### src/rtl/sterownik_pkg.sv
// Shared definitions for the PLC scan-cycle controller.
// State encoding and default timing parameters.
package sterownik_pkg;

  localparam int STAN_W          = 3;
  localparam int CYKL_W_DEF      = 16;
  localparam int WDT_LIMIT_DEF   = 200;
  localparam int SCAN_PERIOD_DEF = 0;

  typedef enum logic [STAN_W-1:0] {
    S_IDLE       = 3'd0,
    S_RESET_PC   = 3'd1,
    S_SAMPLE_IN  = 3'd2,
    S_EXECUTE    = 3'd3,
    S_UPDATE_OUT = 3'd4,
    S_WAIT       = 3'd5,
    S_FAULT      = 3'd6
  } stan_t;

endpackage

### src/rtl/sterownik_cyklu_watchdog.sv
// Execute-cycle counter for the scan controller watchdog.
// Saturating count with clear, enable and limit-hit flag.
module licznik_watchdog #(
  parameter int W     = 16,
  parameter int LIMIT = 200
) (
  input  logic         clk,
  input  logic         rst,
  input  logic         clr,
  input  logic         en,
  output logic [W-1:0] cnt,
  output logic         hit
);

  localparam logic [W-1:0] LIM_M1  = W'(LIMIT - 1);
  localparam logic [W-1:0] CNT_MAX = '1;

  logic [W-1:0] cnt_q, cnt_d;

  // Next count: clear wins, otherwise count up and hold at max.
  always_comb begin
    cnt_d = cnt_q;
    if (clr) begin
      cnt_d = '0;
    end else if (en && (cnt_q != CNT_MAX)) begin
      cnt_d = cnt_q + W'(1);
    end
  end

  // Counter register.
  always_ff @(posedge clk) begin
    if (rst) begin
      cnt_q <= '0;
    end else begin
      cnt_q <= cnt_d;
    end
  end

  assign cnt = cnt_q;
  assign hit = (cnt_q == LIM_M1);

endmodule

### src/rtl/sterownik_cyklu.sv
// Scan-cycle controller for the 8-bit PLC processor.
// Optional SCAN_STATS_EN adds max_wykon / przekroczenie stats.
module sterownik_cyklu
  import sterownik_pkg::*;
#(
  parameter int CYKL_W      = CYKL_W_DEF,
  parameter int WDT_LIMIT   = WDT_LIMIT_DEF,
  parameter int SCAN_PERIOD = SCAN_PERIOD_DEF
) (
  input  logic              clk,
  input  logic              rst,
  input  logic              start,
  input  logic              koniec_prog,
  input  logic              kasuj_blad,
  output logic              proc_rst,
  output logic              proc_en,
  output logic              ce_wejsc,
  output logic              zatwierdz_wyjsc,
  output logic              blad_wdt,
  output logic [CYKL_W-1:0] licznik_skanow,
  output logic [STAN_W-1:0] stan
`ifdef SCAN_STATS_EN
  ,
  output logic [CYKL_W-1:0] max_wykon,
  output logic              przekroczenie
`endif
);

  localparam logic [CYKL_W-1:0] TMR_MAX = '1;

  stan_t             state_q, state_d;
  logic [CYKL_W-1:0] timer_q, timer_d;
  logic [CYKL_W-1:0] skan_q, skan_d;
  logic              proc_rst_q, proc_rst_d;
  logic              proc_en_q, proc_en_d;
  logic              ce_q, ce_d;
  logic              zat_q, zat_d;
  logic              blad_q, blad_d;
  logic              pad;
  logic [CYKL_W-1:0] wdt_cnt;
  logic              wdt_hit;

  licznik_watchdog #(
    .W     (CYKL_W),
    .LIMIT (WDT_LIMIT)
  ) u_wdt (
    .clk (clk),
    .rst (rst),
    .clr (state_q == S_SAMPLE_IN),
    .en  (state_q == S_EXECUTE),
    .cnt (wdt_cnt),
    .hit (wdt_hit)
  );

  // Padding needed while the scan is shorter than the period.
  always_comb begin
    pad = 1'b0;
    if (SCAN_PERIOD != 0) begin
      pad = (int'(timer_q) < SCAN_PERIOD - 1);
    end
  end

  // Next-state logic of the scan sequencer.
  always_comb begin
    state_d = state_q;
    unique case (state_q)
      S_IDLE: begin
        if (start) state_d = S_RESET_PC;
      end
      S_RESET_PC:  state_d = S_SAMPLE_IN;
      S_SAMPLE_IN: state_d = S_EXECUTE;
      S_EXECUTE: begin
        if (koniec_prog) begin
          state_d = S_UPDATE_OUT;
        end else if (wdt_hit) begin
          state_d = S_FAULT;
        end
      end
      S_UPDATE_OUT, S_WAIT: begin
        if (pad) begin
          state_d = S_WAIT;
        end else if (start) begin
          state_d = S_RESET_PC;
        end else begin
          state_d = S_IDLE;
        end
      end
      S_FAULT: begin
        if (kasuj_blad && !start) state_d = S_IDLE;
      end
      default: state_d = S_IDLE;
    endcase
  end

  // Moore outputs decoded from the next state, then registered.
  always_comb begin
    proc_rst_d = 1'b0;
    proc_en_d  = 1'b0;
    ce_d       = 1'b0;
    zat_d      = 1'b0;
    blad_d     = 1'b0;
    unique case (1'b1)
      (state_d == S_IDLE),
      (state_d == S_RESET_PC):   proc_rst_d = 1'b1;
      (state_d == S_SAMPLE_IN):  ce_d       = 1'b1;
      (state_d == S_EXECUTE):    proc_en_d  = 1'b1;
      (state_d == S_UPDATE_OUT): zat_d      = 1'b1;
      (state_d == S_FAULT): begin
        proc_rst_d = 1'b1;
        blad_d     = 1'b1;
      end
      default: ;
    endcase
  end

  // Scan timer restarts at RESET_PC and saturates; scan count wraps.
  always_comb begin
    if (state_d == S_RESET_PC) begin
      timer_d = '0;
    end else if (timer_q != TMR_MAX) begin
      timer_d = timer_q + CYKL_W'(1);
    end else begin
      timer_d = timer_q;
    end
    skan_d = skan_q;
    if (state_q == S_UPDATE_OUT) begin
      skan_d = skan_q + CYKL_W'(1);
    end
  end

  // State, timer, counter and output registers.
  always_ff @(posedge clk) begin
    if (rst) begin
      state_q    <= S_IDLE;
      timer_q    <= '0;
      skan_q     <= '0;
      proc_rst_q <= 1'b1;
      proc_en_q  <= 1'b0;
      ce_q       <= 1'b0;
      zat_q      <= 1'b0;
      blad_q     <= 1'b0;
    end else begin
      state_q    <= state_d;
      timer_q    <= timer_d;
      skan_q     <= skan_d;
      proc_rst_q <= proc_rst_d;
      proc_en_q  <= proc_en_d;
      ce_q       <= ce_d;
      zat_q      <= zat_d;
      blad_q     <= blad_d;
    end
  end

  assign proc_rst        = proc_rst_q;
  assign proc_en         = proc_en_q;
  assign ce_wejsc        = ce_q;
  assign zatwierdz_wyjsc = zat_q;
  assign blad_wdt        = blad_q;
  assign licznik_skanow  = skan_q;
  assign stan            = state_q;

`ifdef SCAN_STATS_EN
  logic [CYKL_W-1:0] max_q, max_d;
  logic              prz_q, prz_d;

  // Track longest execute phase and period overruns at commit.
  always_comb begin
    max_d = max_q;
    prz_d = prz_q;
    if (state_q == S_UPDATE_OUT) begin
      if (wdt_cnt > max_q) max_d = wdt_cnt;
      if ((SCAN_PERIOD != 0) && (int'(wdt_cnt) + 3 > SCAN_PERIOD)) begin
        prz_d = 1'b1;
      end
    end
  end

  // Statistics registers.
  always_ff @(posedge clk) begin
    if (rst) begin
      max_q <= '0;
      prz_q <= 1'b0;
    end else begin
      max_q <= max_d;
      prz_q <= prz_d;
    end
  end

  assign max_wykon     = max_q;
  assign przekroczenie = prz_q;
`else
  logic unused_cnt;
  assign unused_cnt = ^wdt_cnt;
`endif

endmodule

### config.mk
export PLATFORM = sky130hd
export DESIGN_NAME = sterownik_cyklu
export DESIGN_NICKNAME = d
export VERILOG_FILES = /design/src/rtl/sterownik_pkg.sv /design/src/rtl/sterownik_cyklu_watchdog.sv /design/src/rtl/sterownik_cyklu.sv
export SDC_FILE = /design/constraint.sdc
export NUM_CORES = 1
export LEC_CHECK = 0
export CORE_MARGIN = 3
export CORE_UTILIZATION = 45
export DETAILED_ROUTE_END_ITERATION = 12
export GPL_TIMING_DRIVEN = 0
export PLACE_DENSITY_LB_ADDON = 0.08
export SYNTH_ARGS = -nofsm -noshare
export SYNTH_HDL_FRONTEND = slang
export SYNTH_SLANG_ARGS = --single-unit
export TNS_END_PERCENT = 50
### constraint.sdc
create_clock -name clk -period 2.15 [get_ports clk]
set_clock_uncertainty 0.1 [all_clocks]
set_input_delay 0.43 -clock clk [delete_from_list [all_inputs] [get_ports clk]]
set_output_delay 0.43 -clock clk [all_outputs]
set_load 0.005 [all_outputs]
# Yosys cells after proc, flatten, opt, wreduce, memory -nomap -nowiden
# Index checks and enable logic that the tools add are counted.
# word_totals
regBits	40
out_inout_bits	24
word_cells	42
# op_classes
n_reduce_logical	8
n_eq_ne	13
mux	11
n_addsub	2
# op_table
op	count
16-bit by 1-bit adder with 16-bit output (second input constant)	2
3-bit one-hot mux with 6 select lines	1
16-bit by 8-bit equality test with 1-bit output (second input constant)	1
16-bit != test (second input constant)	1
3-bit equality test (second input constant)	5
3-bit by 2-bit equality test with 1-bit output (second input constant)	4
3-bit two-way mux	4
3-bit by 1-bit equality test with 1-bit output (second input constant)	2
3-bit logical NOT	2
1-bit two-way mux	6
2-bit OR reduction	2
3-bit OR reduction	1
1-bit logical AND	2
1-bit logical NOT	1

# Depth between registers and ports, before layout
# depth
ltp_word	7
mapped_depth	6
depth_no_buf	5

# Modules after synthesis
# A second synthesis with hierarchy kept.
# hier_totals
hier_cells	220
area_unflattened_um2	2010.7
# modules_own_cells
mod	cells_each	area_per_inst_um2	seq_area_each_um2	instances
sterownik_cyklu	113	1058.5	480.5	1
licznik_watchdog	107	952.2	320.3	1

# Worst setup path after synthesis
# Ideal clock, no wire load.
# synth_timing
kind	register to register
start	register state_q[0], in the netlist stan[0]
end	register skan_q[14], in the netlist licznik_skanow[14]
synth_period_minus_slack_ns	1.776
setup_slack_ns	0.374
path_buffers	1
stages_incl_launch_ff	6
required_time_ns	1.929
setup_time_ns	0.121
arrival_time_ns	1.555
cell_sequence	dfxtp_1 > or3b_1 > buf_2 > nor4_4 > nand3_1 > mux2_4
# synth_via
elab_chain_cells	1
# synth_rtl
element	line_no	text
start, declared	sterownik_cyklu.sv:31	stan_t state_q, state_d;
start signal, assigned	sterownik_cyklu.sv:143	state_q <= state_d;
3-bit equality test	sterownik_cyklu.sv:126	if (state_q == S_UPDATE_OUT) begin
end signal, assigned	sterownik_cyklu.sv:145	skan_q <= skan_d;
end, declared	sterownik_cyklu.sv:33	logic [CYKL_W-1:0] skan_q, skan_d;
# Every way passes these cells.
# A chain may end at the register's enable or synchronous reset.

# Worst setup path in the final report
# layout_timing
start	register u_wdt.cnt_q[0], in the netlist u_wdt.cnt[0]
end	register u_wdt.cnt_q[4], in the netlist u_wdt.cnt[4]
# layout_via
elab_chain_cells	2
# layout_rtl
element	line_no	text
start, declared	sterownik_cyklu_watchdog.sv:18	logic [W-1:0] cnt_q, cnt_d;
start signal, assigned	sterownik_cyklu_watchdog.sv:35	cnt_q <= cnt_d;
parallel branches: the longest is 2 deep, another holds 16-bit by 1-bit adder with 16-bit output	-	
# Several ways; the timed one is not identified.

==> key figures <==
Floorplanning
  – Core Footprint: 4200 sq um
  – Chip height: about 73 um
  – Initial Util: between 40% and 50%
  – DIE AREA: around 5400 sq um
  – IO Count: 29
  – Width of the die: ~73 um
  – Rows: 23

Clock network
  – Clk Latency, worst-skew pair: just under 0.3 ns
  – Setup bufs post-CTS: 0
  – CTS buffer count: 5
  – Max clock buf depth: 2
  – TritonCTS clock tree: built
  – Post_cts resized: 0
  – Clock Tree Root: clkbuf_8
  – H-tree depth: 2
  – Clk sink count: 40
  – CTS hold repair buffers: 0
  – Clock transition at the registers of the reported paths: 0.08 ns

Layout
  – Final std cells w/o fill: between 300 and 400
  – Area growth from synthesis to layout: 22.4%
  – Share of cells above drive strength 1: 10.2%
  – Antenna cells: 0
  – Nets: around 270

STA
  – Final Max Slew Viols: 0
  – Fmax: 504 MHz
  – Final worst setup slack: 0.168 ns
  – Post-route minimum period: approximately 2 ns
  – Worst-Margin Slew: around 0.52 ns
  – RSZ-0062 raised after global routing: false
  – Setup tns final: 0 ns
  – Slew headroom: between 60% and 70%
  – Tcrit/Tclk final: ~92%
  – Final hold violations: 0
  – Final setup viols: 0

Global routing
  – Largest net degree at the start of global routing: 13
  – GRT Util Overall: between 10% and 20%
  – Total grt overflow: 0
  – First-pass GRT wire length: between 7000 and 8000 um
  – Initial antenna violation count: 0
  – Number of global-route vias before repair: around 1600

Power
  – Pwr dens: roughly 620 nW/um^2
  – Pleak: about 0.8 nW
  – Peak VDD IR: just over 0.4 mV

Yosys
  – Post-Syn Area: between 2000 and 2500 sq um
  – Top FF cell, synth: dfxtp_1
  – Warnings, synthesis: 0
  – Post-Syn Nets: roughly 240
  – Top cells by area, synth: dfxtp_1, a21oi_1, nand2_1
  – Share of the synthesized area in the top cell type: 39.1%
  – Ys async rst share: 0%
  – Synth unique cells: slightly above 50
  – Synth Instances: between 200 and 250
  – EDFF count, synth: 0
  – Cell taking the most area after synthesis: dfxtp_1
  – Sequential area share after synthesis: between 30% and 40%
  – Syn_area_per_cell: a little under 9 sq um
  – FF+latch count, synth: 40

Detailed routing
  – Routed WL: between 4000 and 5000 um
  – Via/cell ratio: around 5.8
  – Final ANT Viol Nets: 0
  – Initial drt markers: 65
  – Via count: ~1800
  – Iteration count of the initial detailed-routing pass: 4
  – DR DRC count: 0
  – Drt wl/cell: roughly 14 um

Critical path
  – Crit. End Element: register
  – Critical path type: register to register
  – Required @ worst endpoint: approximately 2.2 ns
  – Startpoint Class: register
  – Critical path arrival: around 2.1 ns
  – Max FO, Critical Path: 10

Placement
  – Pre-CTS WS: 0.146 ns
  – IO buf count: 27
  – Placed cell count: between 300 and 400
  – Dpl hpwl: approximately 3200 um
  – RePlAce Congestion: 0.839

Outcome
  – Outcome: finished clean

Run
  – Max-Cap Viols: 0

Min path
  – Worst Hold Class: register to register
==> per-stage QoR <==
stage          utilization [%]  area, sq um  hold WS [ns]  power, W
3_3_place_gp              56.7         2380         0.368  0.000907
3_5_place_dp              56.7         2380         0.376  0.000908
5_1_grt                   59.7         2510         0.418   0.00163
4_1_cts                   59.7         2510         0.387   0.00158
6_report                  59.7         2510         0.381   0.00157
2_1_floorplan                -         2050         0.365  0.000858
==> critical path, stage by stage, from the launching register on <==
cell	delay, ns
dfxtp_1	0.36
ha_1	0.31
nand3_1	0.18
nor4b_4	0.45
buf_4	0.26
nor4_1	0.06
o21a_1	0.17
==> cell type report <==
cell class                 count  area, sq um
inverter                       4         15.0
multi-input combinational    175         1170
buffer                        11         60.1
tap                           50         62.6
fill                         379         1690
clock inverter                 1         30.0
sequential                    40          801
clock buffer                   7         96.3
timing repair buffer          27          270
==> synth_stat cells (all sizes together) (3+ instances only) <==
cell type / instances
dfxtp: 40
nand2: 19
a21oi: 18
nor2: 16
nand3: 11
nand4: 11
o31ai: 9
or3: 9
o21ai: 8
or4: 8
clkbuf: 6
nor4: 6
xnor2: 6
buf: 5
nor4b: 5
and2: 4
inv: 4
nor3b: 4
o211ai: 4
xor2: 4
and4: 3
mux2i: 3
nor2b: 3
nor3: 3
or2: 3
==> layer usage <==
layer | global-route usage, % | vias to the layer above | wire (um)
li1 | - | 927 | -
met1 | 26.5 | 839 | 2320
met2 | 24.4 | 46 | 1840
met3 | 4.24 | 8 | 194
met4 | 6.64 | 0 | 71
met5 | 0 | - | 0
==> flip-flops by register name, summed over array words and instances (netlist names) <==
register,flops
stan,3
ce_wejsc,1
proc_en,1
blad_wdt,1
proc_rst,1
u_wdt.cnt,16
zatwierdz_wyjsc,1
licznik_skanow,16
==> logic make-up (layout without fill, tap and decap cells) <==
| group | after synthesis | after routing | synth area share (%) |
|---|---|---|---|
| flops | 40 | 40 | 39.1 |
| xor+xnor | 10 | 10 | 4.27 |
| fa+ha+maj | 2 | 2 | 1.22 |
| buf+inv | 15 | 50 | 3.66 |
| compound gates | 46 | 46 | 14.3 |
| simple gates | 113 | 113 | 35.2 |
| mux | 4 | 4 | 2.20 |
==> power by group <==
group          total [W]  internal (W)  switching (W)
logic           0.000130     0.0000600      0.0000702
registers       0.000763      0.000752      0.0000102
clock network   0.000673      0.000410       0.000264
==> cells in the final DEF (no fill, tap or decap), types with 4 or more instances in the layout <==
| cell | count |
|---|---|
| dfxtp_1 | 40 |
| clkdlybuf4s50_1 | 27 |
| nand2_1 | 19 |
| a21oi_1 | 18 |
| nor2_1 | 16 |
| nand4_1 | 10 |
| nand3_1 | 9 |
| o31ai_1 | 9 |
| o21ai_0 | 8 |
| or4_1 | 8 |
| or3_1 | 8 |
| clkbuf_8 | 7 |
| xnor2_1 | 6 |
| clkbuf_1 | 5 |
| nor4_1 | 5 |
| xor2_1 | 4 |
| nor3b_1 | 4 |
| nor4b_1 | 4 |
| inv_1 | 4 |
| o211ai_1 | 4 |
==> worst paths after layout <==
path                            depth (start not counted)                from                 end  slack, ns
worst max-delay path                                    6        u_wdt.cnt[0]        u_wdt.cnt[4]       0.17
worst min register to register                          2  licznik_skanow[15]  licznik_skanow[15]       0.38
worst max register to register                          6        u_wdt.cnt[0]        u_wdt.cnt[4]       0.17
worst min-delay path                                    2  licznik_skanow[15]  licznik_skanow[15]       0.38
Note: power is estimated with default switching activity, not from simulation.
